### src/rtl/typer_pkg.sv
// Shared constants and types for the typing-game letter path.
package typer_pkg;

    localparam int unsigned ALPHABET_SIZE     = 26;
    localparam int unsigned RAND_ACCEPT_LIMIT = 234;
    localparam int unsigned LETTER_W          = 5;

    typedef logic [4:0] letter_t;

endpackage : typer_pkg

### src/rtl/letter_queue_if.sv
// Bus between the random source / game logic and the letter queue.
interface letter_queue_if #(
    parameter int unsigned DEPTH    = 8,
    parameter int unsigned LETTER_W = typer_pkg::LETTER_W
);

    localparam int unsigned CNT_W = $clog2(DEPTH) + 1;

    logic [7:0]          random_in;
    logic                enable;
    logic                pop;
    logic [LETTER_W-1:0] letter;
    logic                valid;
    logic                full;
    logic [CNT_W-1:0]    count;

    // Game side: supplies random bytes and pops, observes the head.
    modport master (
        output random_in,
        output enable,
        output pop,
        input  letter,
        input  valid,
        input  full,
        input  count
    );

    // Queue side.
    modport slave (
        input  random_in,
        input  enable,
        input  pop,
        output letter,
        output valid,
        output full,
        output count
    );

endinterface : letter_queue_if

### src/rtl/letter_fifo.sv
// Synchronous FIFO; pops on empty are ignored, push is accepted when full only alongside a pop.
module letter_fifo #(
    parameter int unsigned DEPTH = 8,
    parameter int unsigned WIDTH = 5
) (
    input  logic                       clk,
    input  logic                       reset,
    input  logic                       i_push,
    input  logic                       i_pop,
    input  logic [WIDTH-1:0]           i_data,
    output logic [WIDTH-1:0]           o_data,
    output logic [$clog2(DEPTH):0]     o_count,
    output logic                       o_full,
    output logic                       o_empty
);

    localparam int unsigned PTR_W = $clog2(DEPTH);
    localparam int unsigned CNT_W = PTR_W + 1;

    logic [WIDTH-1:0] r_mem [DEPTH];
    logic [PTR_W-1:0] r_wr_ptr;
    logic [PTR_W-1:0] r_rd_ptr;
    logic [CNT_W-1:0] r_count;

    logic w_full;
    logic w_empty;
    logic w_pop;
    logic w_push;

    // Status flags and effective handshakes derived from registered state.
    always_comb begin
        w_full  = (r_count == CNT_W'(DEPTH));
        w_empty = (r_count == '0);
        w_pop   = i_pop & ~w_empty;
        w_push  = i_push & (~w_full | w_pop);
    end

    // Pointer and occupancy update; pointers wrap at DEPTH naturally.
    always_ff @(posedge clk) begin
        if (reset) begin
            r_wr_ptr <= '0;
            r_rd_ptr <= '0;
            r_count  <= '0;
        end else begin
            if (w_push) begin
                r_wr_ptr <= r_wr_ptr + PTR_W'(1);
            end
            if (w_pop) begin
                r_rd_ptr <= r_rd_ptr + PTR_W'(1);
            end
            case ({w_push, w_pop})
                2'b10:   r_count <= r_count + CNT_W'(1);
                2'b01:   r_count <= r_count - CNT_W'(1);
                default: r_count <= r_count;
            endcase
        end
    end

    // Storage array; contents need no reset.
    always_ff @(posedge clk) begin
        if (w_push) begin
            r_mem[r_wr_ptr] <= i_data;
        end
    end

    assign o_data  = w_empty ? '0 : r_mem[r_rd_ptr];
    assign o_count = r_count;
    assign o_full  = w_full;
    assign o_empty = w_empty;

endmodule : letter_fifo

### src/rtl/letter_queue.sv
// Maps random bytes to unbiased, non-repeating letters and buffers them for the game.
module letter_queue #(
    parameter int unsigned DEPTH    = 8,
    parameter int unsigned LETTER_W = typer_pkg::LETTER_W
) (
    input  logic           clk,
    input  logic           reset,
    letter_queue_if.slave  bus
);

    localparam int unsigned CNT_W = $clog2(DEPTH) + 1;

    logic [LETTER_W-1:0] r_last_letter;
    logic                r_have_last;

    logic [LETTER_W-1:0] w_cand;
    logic                w_in_range;
    logic                w_repeat;
    logic                w_pop_eff;
    logic                w_push;

    logic [LETTER_W-1:0] w_head;
    logic [CNT_W-1:0]    w_count;
    logic                w_full;
    logic                w_empty;

    // Candidate letter, rejection of the biased tail and of immediate repeats.
    always_comb begin
        w_cand     = LETTER_W'(bus.random_in % 8'(typer_pkg::ALPHABET_SIZE));
        w_in_range = (bus.random_in < 8'(typer_pkg::RAND_ACCEPT_LIMIT));
        w_repeat   = r_have_last & (w_cand == r_last_letter);
        w_pop_eff  = bus.pop & ~w_empty;
        w_push     = bus.enable & w_in_range & ~w_repeat & (~w_full | w_pop_eff);
    end

    // Remember the most recently pushed letter for the no-repeat rule.
    always_ff @(posedge clk) begin
        if (reset) begin
            r_last_letter <= '0;
            r_have_last   <= 1'b0;
        end else if (w_push) begin
            r_last_letter <= w_cand;
            r_have_last   <= 1'b1;
        end
    end

    letter_fifo #(
        .DEPTH (DEPTH),
        .WIDTH (LETTER_W)
    ) u_fifo (
        .clk     (clk),
        .reset   (reset),
        .i_push  (w_push),
        .i_pop   (bus.pop),
        .i_data  (w_cand),
        .o_data  (w_head),
        .o_count (w_count),
        .o_full  (w_full),
        .o_empty (w_empty)
    );

    assign bus.letter = w_head;
    assign bus.valid  = ~w_empty;
    assign bus.full   = w_full;
    assign bus.count  = w_count;

endmodule : letter_queue

### src/flat_wrapper.sv
// flat-port wrapper written by rule: the top's interface ports become plain ports
module letter_queue_flat 
#(
    parameter int unsigned DEPTH    = 8,
    parameter int unsigned LETTER_W = typer_pkg::LETTER_W
)
  (clk, reset, bus_random_in, bus_enable, bus_pop, bus_letter, bus_valid, bus_full, bus_count);
  letter_queue_if #(.DEPTH(DEPTH), .LETTER_W(LETTER_W)) bus_i ();
  input  logic clk;
  input  logic reset;
  input wire logic [$bits(bus_i.random_in)-1:0] bus_random_in;
  input wire logic [$bits(bus_i.enable)-1:0] bus_enable;
  input wire logic [$bits(bus_i.pop)-1:0] bus_pop;
  output wire logic [$bits(bus_i.letter)-1:0] bus_letter;
  output wire logic [$bits(bus_i.valid)-1:0] bus_valid;
  output wire logic [$bits(bus_i.full)-1:0] bus_full;
  output wire logic [$bits(bus_i.count)-1:0] bus_count;
  assign bus_i.random_in = bus_random_in;
  assign bus_i.enable = bus_enable;
  assign bus_i.pop = bus_pop;
  assign bus_letter = bus_i.letter;
  assign bus_valid = bus_i.valid;
  assign bus_full = bus_i.full;
  assign bus_count = bus_i.count;
  letter_queue #(.DEPTH(DEPTH), .LETTER_W(LETTER_W)) u_core (.clk(clk), .reset(reset), .bus(bus_i));
endmodule
### config.mk
export PLATFORM = sky130hd
export DESIGN_NAME = letter_queue_flat
export DESIGN_NICKNAME = d
export VERILOG_FILES = /design/src/rtl/typer_pkg.sv /design/src/rtl/letter_queue_if.sv /design/src/rtl/letter_fifo.sv /design/src/rtl/letter_queue.sv /design/src/flat_wrapper.sv
export SDC_FILE = /design/constraint.sdc
export NUM_CORES = 1
export LEC_CHECK = 0
export CAP_MARGIN = 40
export CORE_MARGIN = 5
export CORE_UTILIZATION = 63
export CTS_BUF_LIST = sky130_fd_sc_hd__clkbuf_8 sky130_fd_sc_hd__clkbuf_16
export DETAILED_ROUTE_END_ITERATION = 10
export HOLD_SLACK_MARGIN = 0.05
export PLACE_DENSITY = 0.91
export SLEW_MARGIN = 25
export SYNTH_ARGS = -nofsm -noshare
export SYNTH_HDL_FRONTEND = slang
export SYNTH_SLANG_ARGS = --single-unit
### constraint.sdc
create_clock -name clk -period 10.4 [get_ports clk]
set_input_delay 1.04 -clock clk [delete_from_list [all_inputs] [get_ports clk]]
set_output_delay 1.04 -clock clk [all_outputs]
set_load 0.02 [all_outputs]
==> run summary, run 1 <==
Status: finished, final reports clean
Slew @ Worst Pin: 0.8253 ns
TritonCTS Sinks: 59
# nets final: 338
# rows: 26
RSZ-0062 raised after global routing: no
Peak VDD IR: 0.1633 mV
Wirelength, routed: 7380 um
Number of global-route vias before repair: 2,426
Commonest cells after routing, fill and taps aside: edfxtp_1 (40), nand2_1 (25), clkdlybuf4s50_1 (22), a21oi_1 (20), dfxtp_1 (19)
Max_cap viols: 0
GRT Residual Overflow: 0
Synth Warn #: 0
Fin. Hold Viols: 0
Yosys top cell by area: edfxtp_1
Synthesized area per cell: 11.34 um^2
DRC viols: 0
Count of cell types in the netlist: 66
Die height: 83.12 um
CP arrival: 6.05 ns
Cell leakage power: 1.329 nW
CP Class: in2reg
Antenna violations before repair: 0
Layout cell share with drive strength beyond 1: 14.51%
Mapped Area: 3368 um^2
Worst EP required: 10.64 ns
CTS root buf: clkbuf_8
Post-CTS Resized: 0
Antenna diodes: 0
Port Buf Inserts: 22
Die width: 83.12 um
CTS buffer count: 9
Fin Setup TNS: 0 ns
CP Capture Type: flop
TritonRoute pass-1 iters: 5
Slew HR: 44.56%
Multi-input logic area: 1595 um^2
Setup WS pre-CTS: 4.190 ns
Top FF cell, synth: edfxtp_1
Tot GR Track Use: 22.03%
Gpl congestion: 0.8345
Via-to-Cell Ratio: 6.398
Clk_skew: 0.009845 ns
H-tree levels: 3
Postcts setup bufs: 0
Power density cells: 220.5 nW/um^2
Final worst slack: 4.593 ns
Largest net degree at the start of global routing: 30
Final ANT Viol Nets: 0
Syn Nets: 316
Via count: 2,521
Worst-skew pair later-pin latency: 0.32 ns
Synthesized flop and latch total: 59
Reg area: 1582 um^2
Most common cell after layout, fill and taps aside: edfxtp_1
Final setup viols: 0
CTS Buffer Depth: 2
Post-Synthesis Cells: 297
Post-synth top area share: 35.66%
Tightest Hold Check Type: reg2reg
Post-synth EDFFs: 40
Slew Limit Fails: 0
Synth area leaders: edfxtp_1 (36%), dfxtp_1 (11%), mux4_2 (6.7%)
Fmax: 172.2 MHz
# IOs: 23
Hold-fix buffers, CTS: 0
P&R area growth vs syn: 12.33%
Global-route wire length before repair: 12,030 um
Fraction of registers with async set/reset: 0%
Core Area: 5140 um^2
Crit path max fanout: 25
Post-DP HPWL: 5240 um
Final period utilization: 55.83%
Starting DRT DRC Count: 223
Initial core utilization: 65.53%
Tmin final: 5.807 ns
# fillers: 342
Crit path launch type: input port
CTS tree: yes
Worst-path clk slew: 0.07 ns
Post-synthesis sequential area ratio: 46.95%
Die area: 6909 um^2
WL per Instance: 18.73 um
-- critical path, stage by stage --
cell	delay [ns]
clkdlybuf4s50_1	0.98
and2b_1	0.29
a32o_1	0.24
o32ai_2	0.31
a211oi_2	0.14
or3_4	0.39
and3_4	0.20
nor4b_4	0.50
a21o_1	0.47
ha_1	0.30
ha_1	0.25
a21o_1	0.18
a21oi_1	0.18
xnor2_1	0.11
or3_1	0.31
a21oi_1	0.15
-- through the flow --
| step | util (%) | power (mW) | cell area [um^2] | hold WS, ns | cells |
|---|---|---|---|---|---|
| CTS | 73.08 | 0.8331 | 3756 | 0.4826 | 391 |
| global placement | 68.84 | 0.6071 | 3538 | 0.4428 | 370 |
| finish | 73.61 | 0.8344 | 3784 | 0.4824 | 394 |
| global route | 73.61 | 0.8772 | 3784 | 0.5064 | 394 |
| floorplan | - | 0.5367 | 3368 | 0.4368 | 297 |
| detailed placement | 69.35 | 0.6300 | 3565 | 0.4741 | 375 |
-- power breakdown --
part | internal [mW] | switching [mW] | total [mW] | leakage, nW
logic | 0.138 | 0.171 | 0.309 | 0.715
clock network | 0.110 | 0.0895 | 0.199 | 0.0931
registers | 0.290 | 0.0367 | 0.326 | 0.521
-- logic make-up after synthesis --
family	count (synthesis)	synth area share [%]
DFF	59	46.95
buffers and inverters	35	5.869
adders and majority gates	7	2.823
and+or+nand+nor	102	17.76
xor gates and xnor gates	9	2.749
muxes	19	9.361
AOI/OAI and AO/OA	66	14.49
-- flip-flops by register name, indices dropped and copies added (netlist names), named ones only --
name                    cells
u_core.u_fifo.r_mem        40
u_core.r_last_letter        5
u_core.r_have_last          1
u_core.u_fifo.r_wr_ptr      3
u_core.u_fifo.o_count       4
u_core.u_fifo.r_rd_ptr      3
-- area by class of cell --
type                            count  area share (%)
Multi-Input combinational cell    203           42.16
Sequential cell                    59           41.80
Timing Repair Buffer               30           7.077
Clock buffer                        9           3.274
Tap cell                           70           2.315
Clock inverter                      7           1.786
Inverter                           16           1.587
-- cells in the mapped netlist, drive strengths merged, types with 4 or more instances --
cell    number
edfxtp      40
nor4b        4
nor4         9
a21o         5
o21ai        7
nand2b       6
o211ai       7
ha           6
nor3        10
mux2i        9
a211oi       4
buf         15
xor2         5
nor2        18
dfxtp       19
inv         16
nand2       25
clkbuf       4
a21oi       21
and3         4
mux4        10
-- path summary, 6_finish.rpt --
kind	startpoint	endpoint	slack, ns	cells past startpoint
setup / recovery	bus_random_in[5]	u_core.u_fifo.o_count[3]$_SDFFE_PP0P_	4.59	16
hold / removal	u_core.r_last_letter[1]$_SDFFE_PP0P_	u_core.r_last_letter[1]$_SDFFE_PP0P_	0.48	2
setup reg to reg	u_core.u_fifo.o_count[0]$_SDFFE_PP0P_	u_core.u_fifo.o_count[3]$_SDFFE_PP0P_	7.16	11
hold reg to reg	u_core.r_last_letter[1]$_SDFFE_PP0P_	u_core.r_last_letter[1]$_SDFFE_PP0P_	0.48	2
-- metal layers --
layer | global-route usage, % | vias to the layer above | wire length (um)
met5 | 0 | - | 0
met4 | 12.48 | 0 | 338
met3 | 5.050 | 24 | 392
met2 | 38.56 | 110 | 3904
met1 | 24.51 | 1205 | 2744
li1 | - | 1182 | -
No activity file was read; power rests on OpenSTA's default activity.
==> inputs of run 2 (changes only) <==
Settings changed: CORE_UTILIZATION 63 to 53, PLACE_DENSITY 0.91 to 0.83.
Clock period 10.4 ns to 4.8 ns, I/O delays scaled along.
==> run summary, run 2 (synthesized netlist as in run 1, its figures left out) <==
Status: finished, final reports clean
Port Buf Inserts: 22 (unchanged)
Worst-path clk slew: 0.07 ns (about the same)
Worst-case reg-to-reg path depth: 11 (unchanged)
RSZ-0062 raised after global routing: no
# fillers: 476 (+39%)
Gpl congestion: 0.8408 (+0.75%)
Peak VDD IR: 0.4744 mV (+190%)
P&R area growth vs syn: 15.19%
H-tree levels: 3 (unchanged)
GRT Residual Overflow: 0 (unchanged)
# nets final: 348 (+3.0%)
FF-to-FF End: u_core.u_fifo.o_count[3]$_SDFFE_PP0P_
Hold path endpoint: u_core.r_have_last$_SDFFE_PP0P_
# IOs: 23 (unchanged)
Tot GR Track Use: 16.97% (-5.1 points)
Crit path launch type: input port
Cell leakage power: 1.401 nW (+5.4%)
Power density cells: 457.8 nW/um^2 (+110%)
Via-to-Cell Ratio: 5.961 (-6.8%)
Worst hold path cell count: 2 (unchanged)
CTS tree: yes
Die height: 89.72 um (+7.9%)
Worst Hold Launch: u_core.r_have_last$_SDFFE_PP0P_
Number of global-route vias before repair: 2,399 (-1.1%)
Die area: 8050 um^2 (+17%)
Worst EP required: 5.04 ns (-5.60 ns)
TritonRoute pass-1 iters: 4 (-1)
Final worst slack: 0.2739 ns (-4.319 ns)
Most used cell, CP: a21oi_1
Die width: 89.72 um (+7.9%)
Layout cell share with drive strength beyond 1: 17.66% (+3.2 points)
CP arrival: 4.77 ns (-1.28 ns)
CTS root buf: clkbuf_8
Fin. Hold Viols: 0 (unchanged)
Tmin final: 4.526 ns
Hold WS: 0.4668 ns (-0.01561 ns)
CP Class: in2reg
Fmax: 220.9 MHz
Antenna violations before repair: 0 (unchanged)
Worst-skew pair later-pin latency: 0.33 ns (about the same)
Placed cell area: 3691 um^2 (+3.5%)
Tightest Hold Check Type: reg2reg
Commonest cells after routing, fill and taps aside: edfxtp_1 (40), nand2_1 (25), clkdlybuf4s50_1 (22), a21oi_1 (20), dfxtp_1 (19)
CP Cell Sequence: clkdlybuf4s50_1 -> buf_4 -> or4b_1 -> o31ai_1 -> a2111o_1 -> a21oi_1 -> o21ai_0 -> a21oi_1 -> nor4b_4 -> a21o_1 -> ha_1 -> ha_1 -> a21o_1 -> a21oi_1 -> xnor2_1 -> or3_1 -> a21oi_1
Final instance area: 3880 um^2 (+2.5%)
Postcts setup bufs: 0 (unchanged)
Slew Limit Fails: 0 (unchanged)
CP Capture Type: flop
CTS buffer count: 9 (unchanged)
Critical Path Source: bus_random_in[3]
Largest net degree at the start of global routing: 30 (unchanged)
Worst R2R Start: u_core.u_fifo.o_count[0]$_SDFFE_PP0P_
Largest register by flop count: u_core.u_fifo.r_mem
Final setup viols: 0 (unchanged)
TritonCTS Sinks: 59 (unchanged)
Most common cell after layout, fill and taps aside: edfxtp_1
CP max stage cell: clkdlybuf4s50_1
Core Area: 6277 um^2 (+22%)
Clk_skew: 0.005112 ns (-0.004733 ns)
Final ANT Viol Nets: 0 (unchanged)
WL per Instance: 16.20 um (-14%)
Final period utilization: 94.29%
Crit path max fanout: 17 (-32%)
Antenna diodes: 0 (unchanged)
Final cell count without fillers: 411 (+4.3%)
# rows: 29 (+12%)
Slew @ Worst Pin: 0.7424 ns (-0.08285 ns)
Post-DP HPWL: 4873 um (-7.0%)
Via count: 2,450 (-2.8%)
Core Util, Final: 61.81% (-12 points)
DRC viols: 0 (unchanged)
Total chip power: 1.776 mW (+110%)
Global-route wire length before repair: 11,270 um (-6.3%)
R2R setup slack: 1.88 ns (-5.28 ns)
Fin Setup TNS: 0 ns (unchanged)
Initial core utilization: 53.66% (-12 points)
DP Cell Count: 395 (+5.3%)
Crit-path max cell delay: 0.67 ns (-0.31 ns)
Slew HR: 50.29% (+5.7 points)
Wirelength, routed: 6659 um (-9.8%)
Max_cap viols: 0 (unchanged)
Max reg flops: 40 (unchanged)
Starting DRT DRC Count: 114 (-49%)
Setup WS pre-CTS: -0.1129 ns (-4.303 ns)
CTS Buffer Depth: 2 (unchanged)
-- run 2: changes by cell type in the layout (fill, tap and decap cells not counted), sizes merged --
cell,change
clkinvlp,-1
bufinv,-1
buf,+10
clkbuf,+2
-- run 2: per-layer routing --
| layer | GRT usage, % | up-vias | wire length, um |
|---|---|---|---|
| li1 | - | 1196 | - |
| met1 | 21.20 | 1174 | 2801 |
| met2 | 28.60 | 67 | 3432 |
| met3 | 3.589 | 13 | 288 |
| met4 | 6.675 | 0 | 136 |
| met5 | 0 | - | 0 |
-- run 2: worst max path at each step --
stage	end	slack, ns
2_1_floorplan	u_core.u_fifo.o_count[3]$_SDFFE_PP0P_	0.59
4_1_cts	u_core.u_fifo.o_count[3]$_SDFFE_PP0P_	0.21
3_3_place_gp	u_core.u_fifo.o_count[3]$_SDFFE_PP0P_	0.17
5_1_grt	u_core.u_fifo.o_count[3]$_SDFFE_PP0P_	0.06
3_5_place_dp	u_core.u_fifo.o_count[3]$_SDFFE_PP0P_	-0.11
6_report	u_core.u_fifo.o_count[3]$_SDFFE_PP0P_	0.27
-- run 2: power by group --
group / switching [mW] / total [mW] / internal [mW]
Clock: 0.186 / 0.414 / 0.228
Combinational: 0.348 / 0.660 / 0.312
Sequential: 0.0747 / 0.702 / 0.627
Total: 0.609 / 1.78 / 1.17
-- run 2: repair_timing --
item	4_1_cts	5_1_grt
gates resized for setup	0	1
endpoints found under the setup margin	0	1
hold buffers	0	0
-- run 2: worst max-delay path, delay by kind of cell --
kind                       cells  cell delay (ns)
AOI/OAI and AO/OA              9             1.70
xor gates and xnor gates       1             0.11
adders and majority gates      2             0.44
buffers and inverters          2             0.97
and+or+nand+nor                3             1.05
-- run 2: cell type report --
cell class              count  area [um^2]  area share, %
clock inverters             5        26.28         0.6772
well taps                  77        96.34          2.483
repair buffers             40        364.1          9.384
inverters                  16        60.06          1.548
multi-input cells         203         1589          40.95
flip-flops and latches     59         1582          40.76
clock buffers              11        162.7          4.192
==> patch 1: new RTL, config.mk and constraints of run 2 <==
`LETTER_W`: 5 -> 6.
--- a/src/rtl/typer_pkg.sv
+++ b/src/rtl/typer_pkg.sv
@@ -3,7 +3,7 @@
 
     localparam int unsigned ALPHABET_SIZE     = 26;
     localparam int unsigned RAND_ACCEPT_LIMIT = 234;
-    localparam int unsigned LETTER_W          = 5;
+    localparam int unsigned LETTER_W          = 6;
 
     typedef logic [4:0] letter_t;
 
Interface: changed (resized bus_letter); port bits go from 23 to 24. The function was not compared with the original's and may differ.
==> patch 1 against run 2 <==
Count of clock-buffer cells in the layout is 1 lower. Critical path depth down 2. Power rose by 10%. Worst setup slack improved by 0.23 ns. Critical path type unchanged. Non-clock buffer count rose by 6. Sequential cell count rose by 9. Area after synthesis grew 6.7%. Register-to-register slack worse by 0.05 ns. Cell area up 8.4%. Routed wire length grew 8.1%.
==> patch 1: results (changes against run 2) <==
- Worst vdd ir: 180 uV (-62%)
- GP Congestion: 0.891 (+5.9%)
- Global-route wire length before repair: 12.0 mm (+6.1%)
- Clock skew: 0.00955 ns (+0.00444 ns)
- DR vias/cell: 5.88 (-1.4%)
- Dpl cells: 412 (+4.3%)
- Final nets: 362 (+4.0%)
- Register-to-register setup slack: 1.83 ns (-0.05 ns)
- IO buf count: 23 (+4.5%)
- Via Count: 2522 (+2.9%)
- Avg Cell Area, Syn: 12.1 um^2 (+6.3%)
- Post-synth EDFFs: 48 (+20%)
- Share of layout cells above drive strength 1: 18.6% (+0.96 points)
- Largest register FFs: 48 (+20%)
- Synth Area in Compound Gates: 13.1% (-1.4 points)
- Measured slew at the worst slew-check pin: 0.662 ns (-0.0808 ns)
- Worst setup path startpoint: bus_random_in[5]
- Arrival @ worst endpoint: 4.55 ns (-0.22 ns)
- Switching Fraction: 34.2% (-0.040 points)
- Post-synthesis sequential area ratio: 51.3% (+4.3 points)
- Commonest cells in the netlist: edfxtp_1, nor2_1, dfxtp_1
- Status: finished clean
- All-Layer GR Usage: 17.9% (+0.96 points)
- Place WS: 0.173 ns (+0.286 ns)
- Drt initial violations: 137 (+20%)
- # fillers: 502 (+5.5%)
- Distinct cell type count of the synthesized netlist: 63 (-4.5%)
- Post-synthesis mux area share: 10.2% (+0.88 points)
- Die X: 92.3 um (+2.9%)
- XOR/XNOR Fraction of Synth Area: 3.45% (+0.70 points)
- Main area contributors after synthesis: edfxtp_1, dfxtp_1, mux4_2
- CP max FO: 21 (+4)
- Total Wirelength: 7.20 mm (+8.1%)
[patch 1: through the flow]
stage               area, um^2  hold WS (ns)  power, W
finish                    4200         0.465   0.00195
global route              4200         0.479   0.00207
CTS                       4190         0.470   0.00196
detailed placement        4010         0.455   0.00153
global placement          4010         0.450   0.00150
floorplan                 3620         0.441   0.00125
[patch 1: cell families (layout without fill, tap and decap cells)]
logic type / after synthesis / after routing
flops: 68 / 68
xor+xnor: 12 / 12
mux: 21 / 21
simple gates: 98 / 98
buf+inv: 31 / 75
compound gates: 61 / 61
other cells: 1 / 8
fa+ha+maj: 6 / 6
[patch 1: cell type report]
type                       count  area share, %
clock inverter                 6          0.923
timing repair buffer          46           9.67
clock buffer                  10           3.54
sequential                    68           43.8
tap                           80           2.38
inverter                      13           1.16
multi-input combinational    206           38.5
[patch 1: per-layer routing]
metal  global-route usage [%]  vias up  share of wire (%)
met3                     3.82        7                3.8
met1                     20.5     1225                 40
met2                     33.3       64                 55
li1                         -     1226                  -
met4                     5.45        0                1.0
met5                        0        -                  0
[patch 1: worst max-delay path, cell delays in order]
cell and delay, ns:
clkdlybuf4s50_1 0.89, nand2b_1 0.15, o32ai_1 0.38, a211oi_2 0.13, a22oi_1 0.27, mux2i_2 0.30, xor2_1 0.16, o41ai_4 0.38
ha_1 0.25, ha_1 0.24, a21o_1 0.18, a21oi_1 0.17, xnor2_1 0.10, or3_1 0.32, a21oi_1 0.14
[patch 1: power groups by stage]
stage                     Sequential (W)  Combinational, W  Clock [W]
final                           0.000784          0.000744   0.000425
after global routing            0.000792          0.000815   0.000464
after CTS                       0.000802          0.000724   0.000431
after detailed placement        0.000813          0.000717          0
after global placement          0.000807          0.000697          0
after floorplan                 0.000787          0.000463          0
==> patch 2: new RTL, flow settings as in run 2 <==
Made on the original files. Reset style: asynchronous (`reset`), changed in 2 clocked blocks.
--- a/src/rtl/letter_fifo.sv
+++ b/src/rtl/letter_fifo.sv
@@ -36,7 +36,7 @@
     end
 
     // Pointer and occupancy update; pointers wrap at DEPTH naturally.
-    always_ff @(posedge clk) begin
+    always_ff @(posedge clk or posedge reset) begin
         if (reset) begin
             r_wr_ptr <= '0;
             r_rd_ptr <= '0;
--- a/src/rtl/letter_queue.sv
+++ b/src/rtl/letter_queue.sv
@@ -34,7 +34,7 @@
     end
 
     // Remember the most recently pushed letter for the no-repeat rule.
-    always_ff @(posedge clk) begin
+    always_ff @(posedge clk or posedge reset) begin
         if (reset) begin
             r_last_letter <= '0;
             r_have_last   <= 1'b0;
Check against the original RTL: differs if reset is asserted again (counterexample within 4 cycles, from zero or initial values and one cycle with reset high); with reset held inactive, the same outputs for 10 cycles.
==> patch 2 against run 2 <==
Worst setup slack better by 0.17 ns. Cell area is 3.2% lower. Count of clock-buffer cells in the layout is 6 lower. Power is 3.3% higher. Sequential power is 8.3% higher. Area after synthesis is 0.33% higher. Highest routed layer unchanged. Sequential cell count is 3 lower. Critical path type unchanged. Routed wire length is 0.75% higher.
==> patch 2: results (changes against run 2) <==
- Drt initial violations: 179 (+57%)
- Largest stage delay, worst path: 0.63 ns (-0.04 ns)
- Largest net degree at the start of global routing: 25 (-17%)
- Reg2reg start: u_core.r_last_letter[0]$_DFFE_PP0P_
- Commonest cells in the netlist: edfxtp_1, nor2_1, dfrtp_1
- Hold_sp: u_core.r_have_last$_DFFE_PP0P_
- Synth Net Count: 308 (-2.5%)
- Post-synthesis mux area share: 11.5% (+2.2 points)
- Synth async-reset ratio: 28.6% (+29 points)
- Dpl cells: 380 (-3.8%)
- Arrival @ worst endpoint: 4.56 ns (-0.21 ns)
- Distinct cell type count of the synthesized netlist: 68 (+3.0%)
- Measured slew at the worst slew-check pin: 0.682 ns (-0.0604 ns)
- Worst r2r dst: u_core.u_fifo.o_count[3]$_DFFE_PP0P_
- Share of layout cells above drive strength 1: 16.7% (-1.0 points)
- Register-to-register setup slack: 1.72 ns (-0.16 ns)
- Main area contributors after synthesis: edfxtp_1, dfrtp_1, mux4_2
- Post-synthesis sequential area ratio: 47.4% (+0.44 points)
- All-Layer GR Usage: 16.5% (-0.47 points)
- Vias in the first global route: 2258 (-5.9%)
- Fin util: 59.9% (-2.0 points)
- CP max FO: 13 (-4)
- H-tree depth: 2 (-1)
- Hold Slack: 0.479 ns (+0.0118 ns)
- WHS Path Cells: 1 (-1)
- Inserted Clock Buffers: 5 (-4)
- Global-route wire length before repair: 11.1 mm (-1.5%)
- Endpoint of the worst hold path: u_core.r_have_last$_DFFE_PP0P_
- XOR/XNOR Fraction of Synth Area: 3.37% (+0.62 points)
- Place WS: 0.147 ns (+0.260 ns)
- Detailed Place HPWL: 4.93 mm (+1.2%)
- Cell leakage power: 1.37 nW (-2.5%)
- DP Area: 3650 um^2 (-1.2%)
- Status: finished clean
- Clock skew: 0.0117 ns (+0.00661 ns)
- GP Congestion: 0.880 (+4.6%)
## patch 2: layout make-up
type | count | area [um^2]
Fill cell | 497 | 2520
Sequential cell | 56 | 1600
Tap cell | 77 | 96.3
Clock inverter | 3 | 28.8
Timing Repair Buffer | 35 | 318
Inverter | 13 | 48.8
Multi-Input combinational cell | 200 | 1600
Clock buffer | 5 | 68.8
## patch 2: worst max-delay path by stage
stage                                                      end        startpoint  slack [ns]  depth (start not counted)
after CTS                 u_core.u_fifo.o_count[3]$_DFFE_PP0P_  bus_random_in[4]        0.50                         18
after detailed placement  u_core.u_fifo.o_count[3]$_DFFE_PP0P_  bus_random_in[4]        0.15                         18
after global placement    u_core.u_fifo.o_count[3]$_DFFE_PP0P_  bus_random_in[3]        0.34                         17
after floorplan           u_core.u_fifo.o_count[3]$_DFFE_PP0P_  bus_random_in[4]        0.88                         18
after global routing      u_core.u_fifo.o_count[3]$_DFFE_PP0P_  bus_random_in[4]        0.16                         18
final                     u_core.u_fifo.o_count[3]$_DFFE_PP0P_  bus_random_in[3]        0.44                         18
## patch 2: kinds of logic (layout without fill, tap and decap cells)
logic type | count (synthesis) | count (layout)
AND/OR/NAND/NOR | 98 | 98
XOR/XNOR | 13 | 13
multiplexers | 25 | 25
AO/OA/AOI/OAI | 57 | 57
adder cells (fa/ha/maj) | 7 | 7
buffers and inverters | 33 | 56
flip-flops | 56 | 56
## patch 2: metal layers
metal  GRT usage (%)  vias up  routed length, um
met5               0        -                  0
met4            4.22        0                 82
met3            2.92        8                313
met2            26.8       75               3360
met1            23.0     1168               2950
li1                -     1130                  -
## patch 2: power by group
part / internal (W) / leakage [nW] / total (W) / switching, W
sequential: 0.000643 / 0.549 / 0.000760 / 0.000117
clock: 0.000110 / 0.0511 / 0.000273 / 0.000162
combinational: 0.000407 / 0.766 / 0.000802 / 0.000395
